### config.mk
export PLATFORM = sky130hd
export DESIGN_NAME = fifo_controller
export DESIGN_NICKNAME = d
export VERILOG_FILES = /design/src/rtl/fifo_controller_pkg.sv /design/src/rtl/dual_port_memory.sv /design/src/rtl/fifo_controller.sv
export SDC_FILE = /design/constraint.sdc
export NUM_CORES = 2
export LEC_CHECK = 0
export ABC_CLOCK_PERIOD_IN_PS = 9100
export CAP_MARGIN = 20
export CORE_ASPECT_RATIO = 1.75
export CORE_UTILIZATION = 55
export CTS_CLUSTER_DIAMETER = 120
export CTS_CLUSTER_SIZE = 40
export DETAILED_ROUTE_END_ITERATION = 7
export GPL_ROUTABILITY_DRIVEN = 0
export HOLD_SLACK_MARGIN = 0.08
export PLACE_DENSITY = 0.67
export SLEW_MARGIN = 20
export SYNTH_ARGS = -nofsm -noshare
export SYNTH_HDL_FRONTEND = slang
export SYNTH_HIERARCHICAL = 1
export SYNTH_SLANG_ARGS = --single-unit
### constraint.sdc
create_clock -name clock -period 9.1 [get_ports clock]
set_clock_uncertainty 0.05 [all_clocks]
set_input_delay 1.82 -clock clock [delete_from_list [all_inputs] [get_ports clock]]
set_output_delay 1.82 -clock clock [all_outputs]
set_load 0.01 [all_outputs]
### src/rtl/fifo_controller_pkg.sv
// Shared helpers for the FIFO controller: pointer arithmetic that works for
// any depth, not just powers of two.
package fifo_controller_pkg;

  function automatic int unsigned ptr_inc(input int unsigned ptr, input int unsigned depth);
    return (ptr == depth - 1) ? 0 : ptr + 1;
  endfunction

endpackage

### src/rtl/dual_port_memory.sv
// Simple dual-port RAM: one write port, one read port with a registered
// read_data that holds its value whenever no read is enabled.
module dual_port_memory #(
  parameter int WIDTH = 8,
  parameter int DEPTH = 512
) (
  input  logic                                        write_clock,
  input  logic                                        write_clock_enable,
  input  logic                                        write_enable,
  input  logic [((DEPTH > 1) ? $clog2(DEPTH) : 1)-1:0] write_addr,
  input  logic [WIDTH-1:0]                            write_data,
  input  logic                                        read_clock,
  input  logic                                        read_clock_enable,
  input  logic                                        read_enable,
  input  logic [((DEPTH > 1) ? $clog2(DEPTH) : 1)-1:0] read_addr,
  output logic [WIDTH-1:0]                            read_data
);

  logic [WIDTH-1:0] mem [DEPTH];

  // NOTE: the storage array has no reset; only control state needs one.
  always_ff @(posedge write_clock) begin
    if (write_clock_enable && write_enable) mem[write_addr] <= write_data;
  end

  always_ff @(posedge read_clock) begin
    if (read_clock_enable && read_enable) read_data <= mem[read_addr];
  end

endmodule

### src/rtl/fifo_controller.sv
// Single-clock first-word-fall-through FIFO; the memory's registered read
// port doubles as the output stage, so count includes that word.
module fifo_controller
  import fifo_controller_pkg::*;
#(
  parameter int WIDTH       = 8,
  parameter int DEPTH       = 512,
  parameter int ALMOST_FULL = DEPTH - 4
) (
  input  logic                       clock,
  input  logic                       reset,
  input  logic                       clear,
  input  logic [WIDTH-1:0]           in_data,
  input  logic                       in_valid,
  output logic                       in_ready,
  output logic [WIDTH-1:0]           out_data,
  output logic                       out_valid,
  input  logic                       out_ready,
  output logic [$clog2(DEPTH+1)-1:0] count,
  output logic                       almost_full,
  output logic                       empty
);

  localparam int PTR_W = (DEPTH > 1) ? $clog2(DEPTH) : 1;
  localparam int CNT_W = $clog2(DEPTH + 1);

  logic [PTR_W-1:0] wr_ptr_q, wr_ptr_d;
  logic [PTR_W-1:0] rd_ptr_q, rd_ptr_d;
  logic [CNT_W-1:0] mem_count_q, mem_count_d;
  logic             out_valid_q, out_valid_d;
  logic             flush, push, pop, issue;

  always_comb begin
    flush       = reset || clear;
    count       = mem_count_q + CNT_W'(out_valid_q);
    in_ready    = count < CNT_W'(DEPTH);
    empty       = (count == '0);
    almost_full = int'(count) >= ALMOST_FULL;
    out_valid   = out_valid_q;

    // A flushing cycle neither writes nor launches a read.
    push  = in_valid && in_ready && !flush;
    pop   = out_valid_q && out_ready;
    issue = (mem_count_q != '0) && (!out_valid_q || out_ready) && !flush;

    // NOTE: every next-state signal gets a default first so no latch is inferred.
    wr_ptr_d    = wr_ptr_q;
    rd_ptr_d    = rd_ptr_q;
    mem_count_d = mem_count_q;
    out_valid_d = out_valid_q;

    if (push)  wr_ptr_d = PTR_W'(ptr_inc(32'(wr_ptr_q), DEPTH));
    if (issue) rd_ptr_d = PTR_W'(ptr_inc(32'(rd_ptr_q), DEPTH));

    case ({push, issue})
      2'b10:   mem_count_d = mem_count_q + 1'b1;
      2'b01:   mem_count_d = mem_count_q - 1'b1;
      default: mem_count_d = mem_count_q;
    endcase

    if (issue)    out_valid_d = 1'b1;
    else if (pop) out_valid_d = 1'b0;

    if (clear) begin
      wr_ptr_d    = '0;
      rd_ptr_d    = '0;
      mem_count_d = '0;
      out_valid_d = 1'b0;
    end
  end

  // NOTE: sequential state is updated with non-blocking assignments only.
  always_ff @(posedge clock) begin
    if (reset) begin
      wr_ptr_q    <= '0;
      rd_ptr_q    <= '0;
      mem_count_q <= '0;
      out_valid_q <= 1'b0;
    end else begin
      wr_ptr_q    <= wr_ptr_d;
      rd_ptr_q    <= rd_ptr_d;
      mem_count_q <= mem_count_d;
      out_valid_q <= out_valid_d;
    end
  end

  dual_port_memory #(
    .WIDTH(WIDTH),
    .DEPTH(DEPTH)
  ) u_mem (
    .write_clock       (clock),
    .write_clock_enable(1'b1),
    .write_enable      (push),
    .write_addr        (wr_ptr_q),
    .write_data        (in_data),
    .read_clock        (clock),
    .read_clock_enable (1'b1),
    .read_enable       (issue),
    .read_addr         (rd_ptr_q),
    .read_data         (out_data)
  );

endmodule
==> metrics.yaml <==
synth_cell_types: 80
syn_area_sq_um: 162000
cts_setup_buffers: 0
multi_input_area_sq_um: 35600
core-area_sq_um: 293000
cp_slowest_cell: "o21ai_0"
hold_ws_ns: 0.582
final_antenna_net_count: 0
initial_utilization: 0.553
cts_inserted_buffers: 113
vias_per_cell: 6.83
place_ws_ns: 2.32
worst_setup_path_start_kind: "register"
gr-total-overflow: 0
cts.sinks: 4133
hold_viol: 0
synth_cells: 8301
max_slew_margin: 0.141
grt_setup_unrepaired: "no"
cts_max_level: 3
synth_edf_count: 4104
grt_pass1_wl_um: 620000
p_leak_nw: 47.4
num_rows: 263
die_h_um: 720
clk_transition_reported_paths_ns: 0.14
route.vias.total: 81700
power_density_nw_per_um2: 171
drtPass1Iterations: 7
ys_seq_area_frac: 0.763
clk_path_buf_depth: 3
final_max_slew_viol_count: 0
fillers: 21100
crit_required_ns: 9.79
path_class: "reg2reg"
die_w_um: 413
status: "completed"
route.final.wire_length_um: 445000
fin_tns_setup_ns: 0
io_pins: 35
vdd_drop_max_v: 0.000256
nNetsFinal: 8109
setup_viol: 0
post-route-util: 0.577
yosysWarnings: 6
yosys_most_used_dff: "edfxtp_1"
drive_gt1_frac: 0.124
routedWlPerCell_um: 37.2
layout_setup_ws_ns: 3.38
grt_antenna_before_repair: 22
worst_pin_slew_ns: 1.28
arrival_ns: 6.41
holdCritPathClass: "reg2reg"
async_flop_share: 0
ys_seq_elements: 4133
cts_resized: 0
syn_area_per_cell_sq_um: 19.5
root_buffer: "clkbuf_16"
place_hpwl_um: 284000
cpPeakStageDelay_ns: 0.93
die-area_sq_um: 297000
seqCellArea_sq_um: 124000
min_period_over_period: 0.629
insertion_delay_ns: 0.86
cp_common_cell: "buf_4"
end_kind: "register"
track_usage: 0.299
grt_max_degree: 161
ctsHoldBuffers: 0
synthToLayoutAreaGrowth_pct: 4.39
path_cells: "buf_4 -> buf_4 -> buf_4 -> mux4_2 -> nor3_1 -> nor3_1 -> nand3_1 -> o21ai_0 -> o2111a_1"
drtIter0Drc: 10200
tritoncts: "built"
cap_violations: 0
fmax_mhz: 175
path_max_fanout: 63
portBuffers: 34
fin_crit_ns: 5.72
grt_pass1_vias: 82200
drc_errors: 0
worst max-delay path, delay by kind of cell (launching register included):
family,cells,cell delay [ns]
simple gates,3,0.61
flops,1,0.91
compound gates,2,1.22
buf+inv,3,2.30
mux,1,0.32
metrics by stage:
step	power [mW]	instance area, sq um	std cells
CTS	29.0	169000	11900
global placement	21.9	166000	11800
global route	29.5	169000	12000
detailed placement	21.9	166000	11800
floorplan	21.4	162000	8303
finish	28.9	169000	12000
routing by layer:
| metal | vias to the layer above | wire (um) | global-route usage |
|---|---|---|---|
| met5 | - | 91 | 0 |
| li1 | 33600 | - | - |
| met3 | 1075 | 31400 | 0.0382 |
| met1 | 42600 | 145000 | 0.344 |
| met4 | 14 | 32800 | 0.183 |
| met2 | 4377 | 236000 | 0.529 |
synth_stat cells, drive strengths merged, types with 6 or more instances:
| master | number | share of area |
|---|---|---|
| nor2b | 8 | 0.00031 |
| nand3 | 50 | 0.0015 |
| ha | 15 | 0.0012 |
| o311ai | 6 | 0.00032 |
| o22ai | 163 | 0.0063 |
| inv | 12 | 0.00028 |
| nor3 | 120 | 0.0037 |
| o2111a | 8 | 0.00056 |
| nor2 | 620 | 0.014 |
| a32o | 6 | 0.00037 |
| clkbuf | 270 | 0.0063 |
| a22oi | 61 | 0.0028 |
| and3 | 13 | 0.00050 |
| a211oi | 21 | 0.00097 |
| buf | 258 | 0.012 |
| a21oi | 209 | 0.0065 |
| nand4 | 35 | 0.0013 |
| edfxtp | 4104 | 0.76 |
| nand2 | 132 | 0.0031 |
| and2 | 24 | 0.00093 |
| or3 | 7 | 0.00027 |
| or2 | 7 | 0.00029 |
| mux2i | 802 | 0.049 |
| dfxtp | 29 | 0.0036 |
| o21ai | 139 | 0.0044 |
| mux4 | 654 | 0.091 |
| nor3b | 15 | 0.00069 |
| o31ai | 16 | 0.00074 |
| o41ai | 9 | 0.00049 |
| nor4 | 42 | 0.0017 |
| xnor2 | 6 | 0.00032 |
| o221ai | 373 | 0.020 |
sequential cells by signal (all words and copies together), names as in the netlist:
| signal | flops |
|---|---|
| u_mem/mem | 4096 |
| rd_ptr_q | 9 |
| u_mem/read_data | 8 |
| wr_ptr_q | 9 |
| mem_count_q | 10 |
| out_valid | 1 |
final cells by class:
| cell class | instances | share of cell area |
|---|---|---|
| clock inverters | 6 | 0.000650 |
| well taps | 3842 | 0.0284 |
| diodes | 10 | 0.000148 |
| inverters | 12 | 0.000310 |
| flip-flops and latches | 4133 | 0.731 |
| multi-input cells | 3630 | 0.210 |
| clock buffers | 137 | 0.0174 |
| repair buffers | 190 | 0.0115 |
power by group:
group | switching (mW) | total [mW] | internal (mW)
combinational | 0.470 | 0.563 | 0.0930
sequential | 0.00392 | 20.9 | 20.9
clock | 5.12 | 7.45 | 2.33
final timing paths:
path	startpoint	end	slack, ns	depth (start not counted)
max	rd_ptr_q[1]$_SDFFE_PP0P_	u_mem/read_data[1]$_DFFE_PP_	3.38	9
min	mem_count_q[7]$_SDFFE_PP0P_	mem_count_q[7]$_SDFFE_PP0P_	0.58	2
max reg2reg	rd_ptr_q[1]$_SDFFE_PP0P_	u_mem/read_data[1]$_DFFE_PP_	3.38	9
min reg2reg	mem_count_q[7]$_SDFFE_PP0P_	mem_count_q[7]$_SDFFE_PP0P_	0.58	2
cells by family after synthesis:
kind of cell	count (synthesis)	share of synthesized area
AO/OA/AOI/OAI	1050	0.0457
XOR/XNOR	11	0.000594
adder cells (fa/ha/maj)	16	0.00128
buffers and inverters	540	0.0190
flip-flops	4133	0.763
multiplexers	1457	0.140
other	1	0.0000231
AND/OR/NAND/NOR	1093	0.0297
layout by cell type (no fill, tap or decap), types with 7 or more instances in the layout:
master and count:
clkdlybuf4s50_1 26, buf_4 123, clkbuf_16 114, dfxtp_1 24, a21oi_1 205, nor4_4 7
nor3b_1 12, mux4_2 654, or3_1 7, o21ai_0 130, and2_1 23, nor2_1 618
o41ai_1 9, o31ai_1 16, nand2_1 117, and3_1 12, nor3_1 117, a22oi_1 61
inv_1 10, o2111a_1 8, buf_12 30, nand3_1 46, o22ai_1 163, nand2_4 12
nor2b_1 7, nor4_1 33, diode_2 10, o221ai_1 371, ha_1 15, edfxtp_1 4104
clkbuf_1 23, a211oi_1 21, nand4_1 35, buf_8 8, mux2i_1 802
No activity file was read; power rests on OpenSTA's default activity.
